`src/rtl/fir_pkg.sv`:
```
// fir_pkg: shared defaults and state encoding for the FIR sequencer
package fir_pkg;

    localparam int NTAPS_DEF = 31;
    localparam int DW_DEF    = 10;
    localparam int CW_DEF    = 16;
    localparam int AW_DEF    = 32;

    // coef_addr and the delay-line pointers are 5 bits, so NTAPS must not exceed 32
    localparam int PTR_W     = 5;

    typedef enum logic [1:0] {
        IDLE  = 2'd0,
        MAC   = 2'd1,
        DRAIN = 2'd2
    } state_t;

endpackage

```
`src/rtl/fir_delay_line.sv`:
```
// fir_delay_line: circular sample buffer with one write port, one async read port, async-low clear
module fir_delay_line import fir_pkg::*; #(
    parameter int DEPTH = NTAPS_DEF,
    parameter int DW    = DW_DEF
) (
    input  logic             clk,
    input  logic             reset,
    input  logic             wr_en,
    input  logic [PTR_W-1:0] wr_addr,
    input  logic [DW-1:0]    wr_data,
    input  logic [PTR_W-1:0] rd_addr,
    output logic [DW-1:0]    rd_data
);

    logic [DW-1:0] mem [0:DEPTH-1];

    assign rd_data = mem[rd_addr];

    // store the accepted sample; reset wipes every tap so a restarted filter sees only zeros
    always_ff @(posedge clk or negedge reset) begin
        if (!reset) begin
            for (int i = 0; i < DEPTH; i++) mem[i] <= '0;
        end else if (wr_en) begin
            mem[wr_addr] <= wr_data;
        end
    end

endmodule

```
`src/rtl/fir_sequencer.sv`:
```
// fir_sequencer: time-multiplexed single-MAC FIR filter; define FIR_SATURATE_EN to clamp the output instead of truncating
module fir_sequencer import fir_pkg::*; #(
    parameter int NTAPS = NTAPS_DEF,
    parameter int DW    = DW_DEF,
    parameter int CW    = CW_DEF,
    parameter int AW    = AW_DEF
) (
    input  logic                 clk,
    input  logic                 reset,
    input  logic [DW-1:0]        sample,
    input  logic                 sample_valid,
    output logic                 sample_ready,
    output logic [PTR_W-1:0]     coef_addr,
    input  logic signed [CW-1:0] coef_data,
    output logic [DW-1:0]        filtered,
    output logic                 filtered_valid,
    output logic                 busy
);

    localparam logic [PTR_W-1:0] LAST = PTR_W'(NTAPS - 1);

    state_t                state, state_nx;
    logic                  take, acc_en;
    logic [PTR_W-1:0]      cnt, wr_ptr, rd_ptr;
    logic [DW-1:0]         x_rd, x_q, result;
    logic signed [AW-1:0]  acc, prod, acc_sum;

    assign take         = sample_valid && sample_ready;
    assign sample_ready = (state == IDLE);
    assign busy         = !sample_ready;
    assign coef_addr    = (state == MAC) ? cnt : '0;

    // sample is zero-extended to stay positive as a signed operand
    assign prod    = AW'($signed({1'b0, x_q})) * AW'(coef_data);
    assign acc_sum = acc + prod;

`ifdef FIR_SATURATE_EN
    localparam logic signed [AW-1:0] MAXV = AW'((1 << DW) - 1);
    logic signed [AW-1:0] shifted;
    assign shifted = acc_sum >>> (CW - 1);
    assign result  = (shifted < 0) ? '0 : (shifted > MAXV) ? '1 : DW'(shifted);
`else
    assign result  = DW'(acc_sum >>> (CW - 1));
`endif

    fir_delay_line #(.DEPTH(NTAPS), .DW(DW)) u_delay_line (
        .clk     (clk),
        .reset   (reset),
        .wr_en   (take),
        .wr_addr (wr_ptr),
        .wr_data (sample),
        .rd_addr (rd_ptr),
        .rd_data (x_rd)
    );

    // next state: one MAC cycle per tap, then a single drain cycle for the last product
    always_comb begin
        state_nx = take                          ? MAC   :
                   (state == MAC && cnt == LAST) ? DRAIN :
                   (state == DRAIN)              ? IDLE  : state;
    end

    // state register
    always_ff @(posedge clk or negedge reset) begin
        if (!reset) state <= IDLE;
        else        state <= state_nx;
    end

    // datapath: read tap k alongside coef_addr=k, accumulate one cycle later when coef_data arrives
    always_ff @(posedge clk or negedge reset) begin
        if (!reset) begin
            cnt            <= '0;
            wr_ptr         <= '0;
            rd_ptr         <= '0;
            x_q            <= '0;
            acc_en         <= 1'b0;
            acc            <= '0;
            filtered       <= '0;
            filtered_valid <= 1'b0;
        end else begin
            filtered_valid <= (state == DRAIN);
            acc_en         <= (state == MAC);
            x_q            <= x_rd;
            if (take) begin
                wr_ptr <= (wr_ptr == LAST) ? '0 : wr_ptr + 1'b1;
                rd_ptr <= wr_ptr;
                cnt    <= '0;
                acc    <= '0;
            end else if (acc_en) begin
                acc <= acc_sum;
            end
            if (state == MAC) begin
                cnt    <= cnt + 1'b1;
                rd_ptr <= (rd_ptr == '0) ? LAST : rd_ptr - 1'b1;
            end
            if (state == DRAIN) filtered <= result;
        end
    end

endmodule

```
`config.mk`:
```
export PLATFORM = sky130hd
export DESIGN_NAME = fir_sequencer
export DESIGN_NICKNAME = d
export VERILOG_FILES = /design/src/rtl/fir_pkg.sv /design/src/rtl/fir_delay_line.sv /design/src/rtl/fir_sequencer.sv
export SDC_FILE = /design/constraint.sdc
export NUM_CORES = 1
export LEC_CHECK = 0
export ABC_CLOCK_PERIOD_IN_PS = 6900
export CAP_MARGIN = 0
export CORE_UTILIZATION = 55
export DETAILED_ROUTE_END_ITERATION = 6
export PLACE_DENSITY = 0.72
export SLEW_MARGIN = 20
export SYNTH_ARGS = -nofsm -noshare
export SYNTH_HDL_FRONTEND = slang
export SYNTH_HIERARCHICAL = 1
export SYNTH_SLANG_ARGS = --single-unit
```
`constraint.sdc`:
```
create_clock -name clk -period 6.9 [get_ports clk]
set_input_delay 1.38 -clock clk [delete_from_list [all_inputs] [get_ports clk]]
set_output_delay 1.38 -clock clk [all_outputs]
set_load 0.01 [all_outputs]
```
Yosys cells after proc, flatten, opt, wreduce, memory -nomap -nowiden:

Index checks and enable logic that the tools add are counted.

* $lt $le $gt $ge: 3
* eq/ne operators: 4
* mux-type cells: 18
* add/subtract/negate cells: 4
* bitwise logic cells: 2
* multipliers: 1
* reduce and logical (&&, ||, !) cells: 9

Operators by type and width (count)
* $bwmux 310: 1
* $mux 32: 2
* $bmux 10 s5: 1
* $demux 10 s5: 1
* $mux 5: 7
* $add 32x27->32: 1
* $mux 10: 3
* $mul 11x16->27: 1
* $ge 6x6->1 const B: 2
* $not 5->6: 2
* $add 5x1->5 const B: 2
* $eq 5x5->1 const B: 2
* $lt 6x1->1 const B: 1
* $mux 2: 3
* $logic_not 5->1: 1
* $sub 5x1->5 const B: 1
* $reduce_bool 2->1: 2
* $logic_and 1x1->1: 3
* $reduce_bool 3->1: 1
* $eq 2x1->1 const B: 1
* $eq 2x2->1 const B: 1
* $logic_not 2->1: 1
* $logic_not 1->1: 1

* register bits: 381
* output and inout port bits: 18
* input bits: 29
* logic and storage cells: 81

Longest topological paths before layout:

Gate-level depths: netlist of the first run.

* depth in word-level cells: 6
* gate-level depth with buffers: 22
* mapped depth without buffers: 20

Cells and area by module:

Netlist of the first run, hierarchy kept.

Modules (own cells, without submodules)
* fir_delay_line: cells an instance 1015, instances 1, seq. area each 7757.4 um^2, area an instance 14699.1 um^2
* fir_sequencer: cells an instance 991, instances 1, seq. area each 1601.5 um^2, area an instance 9056.2 um^2

Worst setup path after synthesis of the first run:

OpenSTA, ideal clock, no wires.

* kind: in2reg
* from: input port coef_data[7]
* to: register acc[24]
* path slack: 0.804 ns
* arrival time: 5.960 ns
* stages: 18
* required time: 6.764 ns
* buffers on the path: 1
* library setup time: 0.136 ns
* cell sequence: clkbuf_1 nand2_1 fa_1 fa_1 fa_1 inv_1 fa_1 inv_1 fa_1 inv_1 ha_1 a2111oi_4 o21ai_2 a21oi_4 a311oi_1 or3_1 nand3_1 a21oi_1

* cells in the longest elaborated chain, start to end: 4

RTL lines
* start: declaration: line fir_sequencer.sv:14 `input logic signed [CW-1:0] coef_data,`
* $mul 11x16->27: line fir_sequencer.sv:34 `assign prod = AW'($signed({1'b0, x_q})) * AW'(coef_data);`
* $add 32x27->32: line fir_sequencer.sv:35 `assign acc_sum = acc + prod;`
* $mux 32: line fir_sequencer.sv:89 `end else if (acc_en) begin`
* $mux 32: line fir_sequencer.sv:84 `if (take) begin`
* end signal: assignment: line fir_sequencer.sv:90 `acc <= acc_sum;`
* end: declaration: line fir_sequencer.sv:26 `logic signed [AW-1:0] acc, prod, acc_sum;`

Every way passes these cells. The select of a mux whose other input is x is not followed.
A chain may end at the register's enable or synchronous reset.

Worst setup path in the final report of the first run:

* from: input port coef_data[10]
* to: register acc[24]

Same word-level chain as after synthesis.

==> results.md, run 1 <==
* Critical Path AT at 6.69 ns
* IO buf count at 46
* Clk buf depth at 3
* CP cell instances: clkdlybuf4s50_1, nand2_1, fa_1, fa_1, inv_1, fa_1, fa_1, inv_1, fa_1, inv_1, ha_1, a211oi_1, o221ai_1, a21oi_4, a311oi_1, or3_1, nand3_1, a21oi_1
* Cts hold-fix bufs at 0
* Slew Limit Fails at 0
* # clock sinks at 374
* Worst stage delay on the critical path at 0.69 ns
* Die area at 44000 µm²
* Clk Latency, worst-skew pair at 0.53 ns
* Clk root buf: clkbuf_16
* 1st-pass router iterations at 6
* Share of cells above drive strength 1 at 0.234
* Most repeated library cell on the critical path: fa_1
* Synth cell types at 68
* CTS resizes at 0
* Status: complete, no violations
* Slew HR at 0.352
* Final count of hold timing violations at 0
* CTS H-tree lvls at 2
* Core Area at 42200 µm²
* Post-synth ARST share at 1.00
* Via count at 14900
* Reg clk slew, reported paths at 0.05 ns
* MaxCap Viol Count at 0
* Die height at 210 µm
* Vias per cell at 5.77
* Hold/Removal Path Class: flip-flop to flip-flop
* Yosys Warn Count at 6
* Post-synthesis sequential area ratio at 0.394
* Critical path buffers and inverters at 4
* RSZ-0062 raised after global routing: false
* GRT Total Usage at 0.252
* Nets at 2266
* Period minus WS final at 6.31 ns
* # rows at 75
* Mean routed wirelength per cell at 20.5 µm
* Worst Skew at 0.0121 ns
* Starting Density at 0.563
* Mapped Cells at 2006
* Most common cell after layout, fill and taps aside: dfrtp_1
* Post-CTS setup buffers at 0
* First-pass GRT wire length at 87.3 mm
* Crit path capture type: flip-flop
* F_max at 159 MHz
* Initial antenna violation count at 0
* Detailed Route WL at 53.0 mm
* Final setup vio count at 0
* Crit-path max FO at 10
* Mapped Area at 23800 µm²
* Setup Total Neg Slack at 0 ns
* Vias in the first global route at 16100
* IO Pins at 47
* Most frequent cells in the layout: dfrtp_1, mux2_2, inv_1, fa_1, nand2_1
* Commonest register cell after synthesis: dfrtp_1
* Type of origin of the critical path: input port
* Largest net degree at the start of global routing at 149
* Family with the most delay on the worst path: adder cells
* Slowest cell on the critical path: clkdlybuf4s50_1
* GPL Wtd Cong at 0.872
* Crit share post-route at 0.914
* Drt drc at 0
* CTS tree: done
* Post-synth EDFFs at 0
* Worst endpoint required time at 7.28 ns
* Syn_nets at 2258
* Detail Placement HPWL at 36.6 mm
* Total gr overflow at 0
* Synthesized flop and latch total at 374
* Final ANT Viol Nets at 0
* Area Overhead vs Synth at 9.06%
* TritonCTS buffer count at 39
* WS Path Type: input port to flip-flop
* Die width at 210 µm
* Ant. Diodes at 0
* Avg Cell Area, Syn at 11.8 µm²
* Iter 0 DRT Violations at 1055
* Measured slew at the worst slew-check pin at 0.963 ns
## final cells by class
class	instances	area (µm²)
clock buffers	55	1140
fillers	3377	16300
multi-input cells	1266	12900
well taps	539	674
repair buffers	80	718
flip-flops and latches	374	9370
inverters	253	950
clock inverters	13	169
## cell families after synthesis
logic type,count (synthesis),share of synthesized area
fa+ha+maj,223,0.168
buf+inv,366,0.0633
mux,456,0.221
xor+xnor,34,0.0125
compound gates,187,0.0557
flops,374,0.394
simple gates,366,0.0859
## metrics by stage
step | std cells | setup WS [ns] | utilization | hold WS (ns) | area, µm²
floorplan | 2006 | 0.804 | - | 0.453 | 23800
global placement | 2512 | 0.152 | 0.583 | 0.460 | 24600
detailed placement | 2512 | 0.0810 | 0.583 | 0.468 | 24600
CTS | 2580 | 0.605 | 0.614 | 0.484 | 25900
global route | 2580 | 0.294 | 0.614 | 0.500 | 25900
finish | 2580 | 0.592 | 0.614 | 0.479 | 25900
## synthesized netlist by cell type (all sizes together) (21+ instances only)
cell,instances,area [µm²]
buf,36,264
and2,62,388
dfrtp,374,9360
inv,252,946
nand2,161,649
ha,63,788
nor2,67,469
mux2i,125,1250
xnor2,26,228
o221ai,21,184
fa,160,3200
o21ai,44,224
mux2,311,3540
clkbuf,77,289
o22ai,32,200
a21oi,33,180
## routing by layer
layer,part of all wire,vias to the layer above,wire length [µm],track usage
li1,-,6728,-,-
met1,0.43,7763,22900,0.336
met4,0.026,0,1360,0.0748
met2,0.50,320,26300,0.428
met3,0.047,77,2480,0.0404
met5,0,-,0,0
## worst reg2reg max path: cells and delay by family, from the launching register on
kind,cells,cell delay (ns)
buffers and inverters,3,0.15
AND/OR/NAND/NOR,3,0.64
flip-flops,1,0.80
adder cells (fa/ha/maj),6,2.91
AO/OA/AOI/OAI,5,1.01
## worst paths after layout
| check | start | cells past startpoint | slack (ns) | endpoint |
|---|---|---|---|---|
| max | coef_data[10] | 18 | 0.59 | acc[24]$_DFFE_PN0P_ |
| min reg2reg | filtered[2]$_DFFE_PN0P_ | 2 | 0.48 | filtered[2]$_DFFE_PN0P_ |
| min in group asynchronous | reset | 1 | 0.86 | u_delay_line/mem[54]$_DFFE_PN0P_ |
| max in group asynchronous | reset | 2 | 4.48 | rd_ptr[0]$_DFFE_PN0P_ |
| max reg2reg | x_q[3]$_DFF_PN0_ | 17 | 1.23 | acc[24]$_DFFE_PN0P_ |
| min | filtered[2]$_DFFE_PN0P_ | 2 | 0.48 | filtered[2]$_DFFE_PN0P_ |
## sequential cells by signal, indices dropped and copies added, names as in the netlist
register          flops
u_delay_line/mem    310
filtered_valid        1
wr_ptr                5
filtered             10
acc_en                1
state                 2
acc                  25
rd_ptr                5
cnt                   5
x_q                  10
Power of run 1 is not shown: default switching activity piles up to over one toggle a cycle in this logic, so the estimate is an artifact.
==> inputs of run 2 (changes only) <==
--- a/config.mk
+++ b/config.mk
@@ -9,6 +9,7 @@
 export CAP_MARGIN = 0
 export CORE_UTILIZATION = 55
 export DETAILED_ROUTE_END_ITERATION = 6
+export GPL_TIMING_DRIVEN = 0
 export PLACE_DENSITY = 0.72
 export SLEW_MARGIN = 20
 export SYNTH_ARGS = -nofsm -noshare
==> results.md, run 2 (synthesized netlist as in run 1, its figures left out) <==
* Status: complete, no violations
* Clk buf depth at 3
* Total gr overflow at 0
* Final setup vio count at 0
* Initial antenna violation count at 3
* Largest register by flop count: u_delay_line/mem
* IO Pins at 47
* Max FFs per register at 310
* GPL Wtd Cong at 0.902
* Period minus WS final at 6.29 ns
* Drt drc at 0
* Hold Worst Slack at 0.478 ns
* IO buf count at 30
* Worst Skew at 0.0233 ns
* Crit path capture type: flip-flop
* Most frequent cells in the layout: dfrtp_1, mux2_2, inv_1, fa_1, nand2_1
* Clk root buf: clkbuf_16
* Iter 0 DRT Violations at 884
* Reg clk slew, reported paths at 0.06 ns
* Starting Density at 0.563
* Post-CTS setup buffers at 0
* Die width at 210 µm
* Core Area at 42200 µm²
* F_max at 159 MHz
* Hold Crit Depth at 2
* MaxCap Viol Count at 0
* Largest registers: u_delay_line/mem x310, acc x25
* Mean routed wirelength per cell at 21.4 µm
* FF-to-FF End: acc[24]$_DFFE_PN0P_
* CTS H-tree lvls at 2
* CTS resizes at 0
* Clk Latency, worst-skew pair at 0.55 ns
* Via count at 15300
* Share of cells above drive strength 1 at 0.225
* CP cell instances: clkbuf_1, nand2_1, fa_1, inv_1, fa_1, inv_1, fa_1, inv_1, fa_1, inv_1, fa_1, inv_1, ha_1, clkbuf_1, nand4_1, a21oi_1, a21oi_1, a311oi_1, o21ai_0, nand3_1, a21oi_1
* Final count of hold timing violations at 0
* Largest net degree at the start of global routing at 105
* Crit-path max FO at 10
* Final ANT Viol Nets at 0
* Vias in the first global route at 16700
* # rows at 75
* Critical Path AT at 6.66 ns
* Area Overhead vs Synth at 9.73%
* Worst endpoint required time at 7.28 ns
* Vias per cell at 5.76
* WS Path Type: input port to flip-flop
* Cts hold-fix bufs at 0
* CTS tree: done
* Worst R2R Path Depth at 19
* Slew HR at 0.387
* Die height at 210 µm
* Hold path endpoint: filtered[2]$_DFFE_PN0P_
* Most common cell after layout, fill and taps aside: dfrtp_1
* GRT Total Usage at 0.272
* Crit share post-route at 0.911
* Hold/Removal Path Class: flip-flop to flip-flop
* # clock sinks at 374
* HP Start: filtered[2]$_DFFE_PN0P_
* Detailed Route WL at 56.7 mm
* RSZ-0062 raised after global routing: false
* Type of origin of the critical path: input port
* Detail Placement HPWL at 42.2 mm
* First-pass GRT wire length at 92.0 mm
* 1st-pass router iterations at 5
* TritonCTS buffer count at 38
* Nets at 2332
* R2R Setup Slk at 0.92 ns
* Measured slew at the worst slew-check pin at 0.911 ns
* Die area at 44000 µm²
* Slowest cell on the critical path: fa_1
* Slew Limit Fails at 0
* R2R Path Start: x_q[2]$_DFF_PN0_
* Worst stage delay on the critical path at 0.65 ns
==> run 2: changes by cell type in the layout (fill, tap and decap cells not counted), moves of 3 or more <==
| cell | previous run | this run |
|---|---|---|
| buf_1 | 0 | 4 |
| buf_16 | 0 | 4 |
| buf_2 | 3 | 15 |
| buf_4 | 33 | 9 |
| buf_6 | 0 | 5 |
| clkbuf_1 | 8 | 87 |
| clkbuf_16 | 41 | 38 |
| clkdlybuf4s50_1 | 42 | 29 |
| dfrtp_1 | 371 | 374 |
==> run 2: final cells by class <==
class,count,area (µm²)
sequential,374,9360
timing repair buffer,34,415
multi-input combinational,1266,12900
clock inverter,17,161
inverter,253,950
fill,3344,16200
buffer,113,553
tap,539,674
antenna,1,2.50
clock buffer,53,1060
==> run 2: worst max-delay path by stage <==
stage	to	slack [ns]	start
finish	acc[24]$_DFFE_PN0P_	0.61	coef_data[15]
global route	acc[24]$_DFFE_PN0P_	0.34	coef_data[15]
CTS	acc[24]$_DFFE_PN0P_	0.64	coef_data[15]
detailed placement	acc[24]$_DFFE_PN0P_	0.11	coef_data[15]
global placement	cnt[4]$_DFFE_PN0P_	-11.23	reset
floorplan	acc[24]$_DFFE_PN0P_	0.80	coef_data[7]
==> run 2: worst max-delay path, delay by kind of cell <==
kind	cells	cell delay, ns
AO/OA/AOI/OAI	5	0.89
adder cells (fa/ha/maj)	6	2.90
buffers and inverters	7	0.99
AND/OR/NAND/NOR	3	0.48
==> run 2: metrics by stage <==
stage	utilization	TNS, ns	setup slack, ns	area, µm²	std cells
3_3_place_gp	0.586	-4185.59	-11.23	24700	2575
5_1_grt	0.617	0	0.341	26100	2649
6_report	0.617	0	0.614	26100	2650
3_5_place_dp	0.588	0	0.109	24800	2579
4_1_cts	0.617	0	0.643	26100	2649
2_1_floorplan	-	0	0.804	23800	2006
==> run 2: per-layer routing <==
metal  vias to the layer above  GRT usage  part of all wire
met1                      7955      0.350              0.41
met5                         -          0                 0
met2                       346      0.479              0.51
met3                        91     0.0323             0.045
met4                         0     0.0888             0.031
li1                       6871          -                 -
Power of run 2 is left out for the same reason.
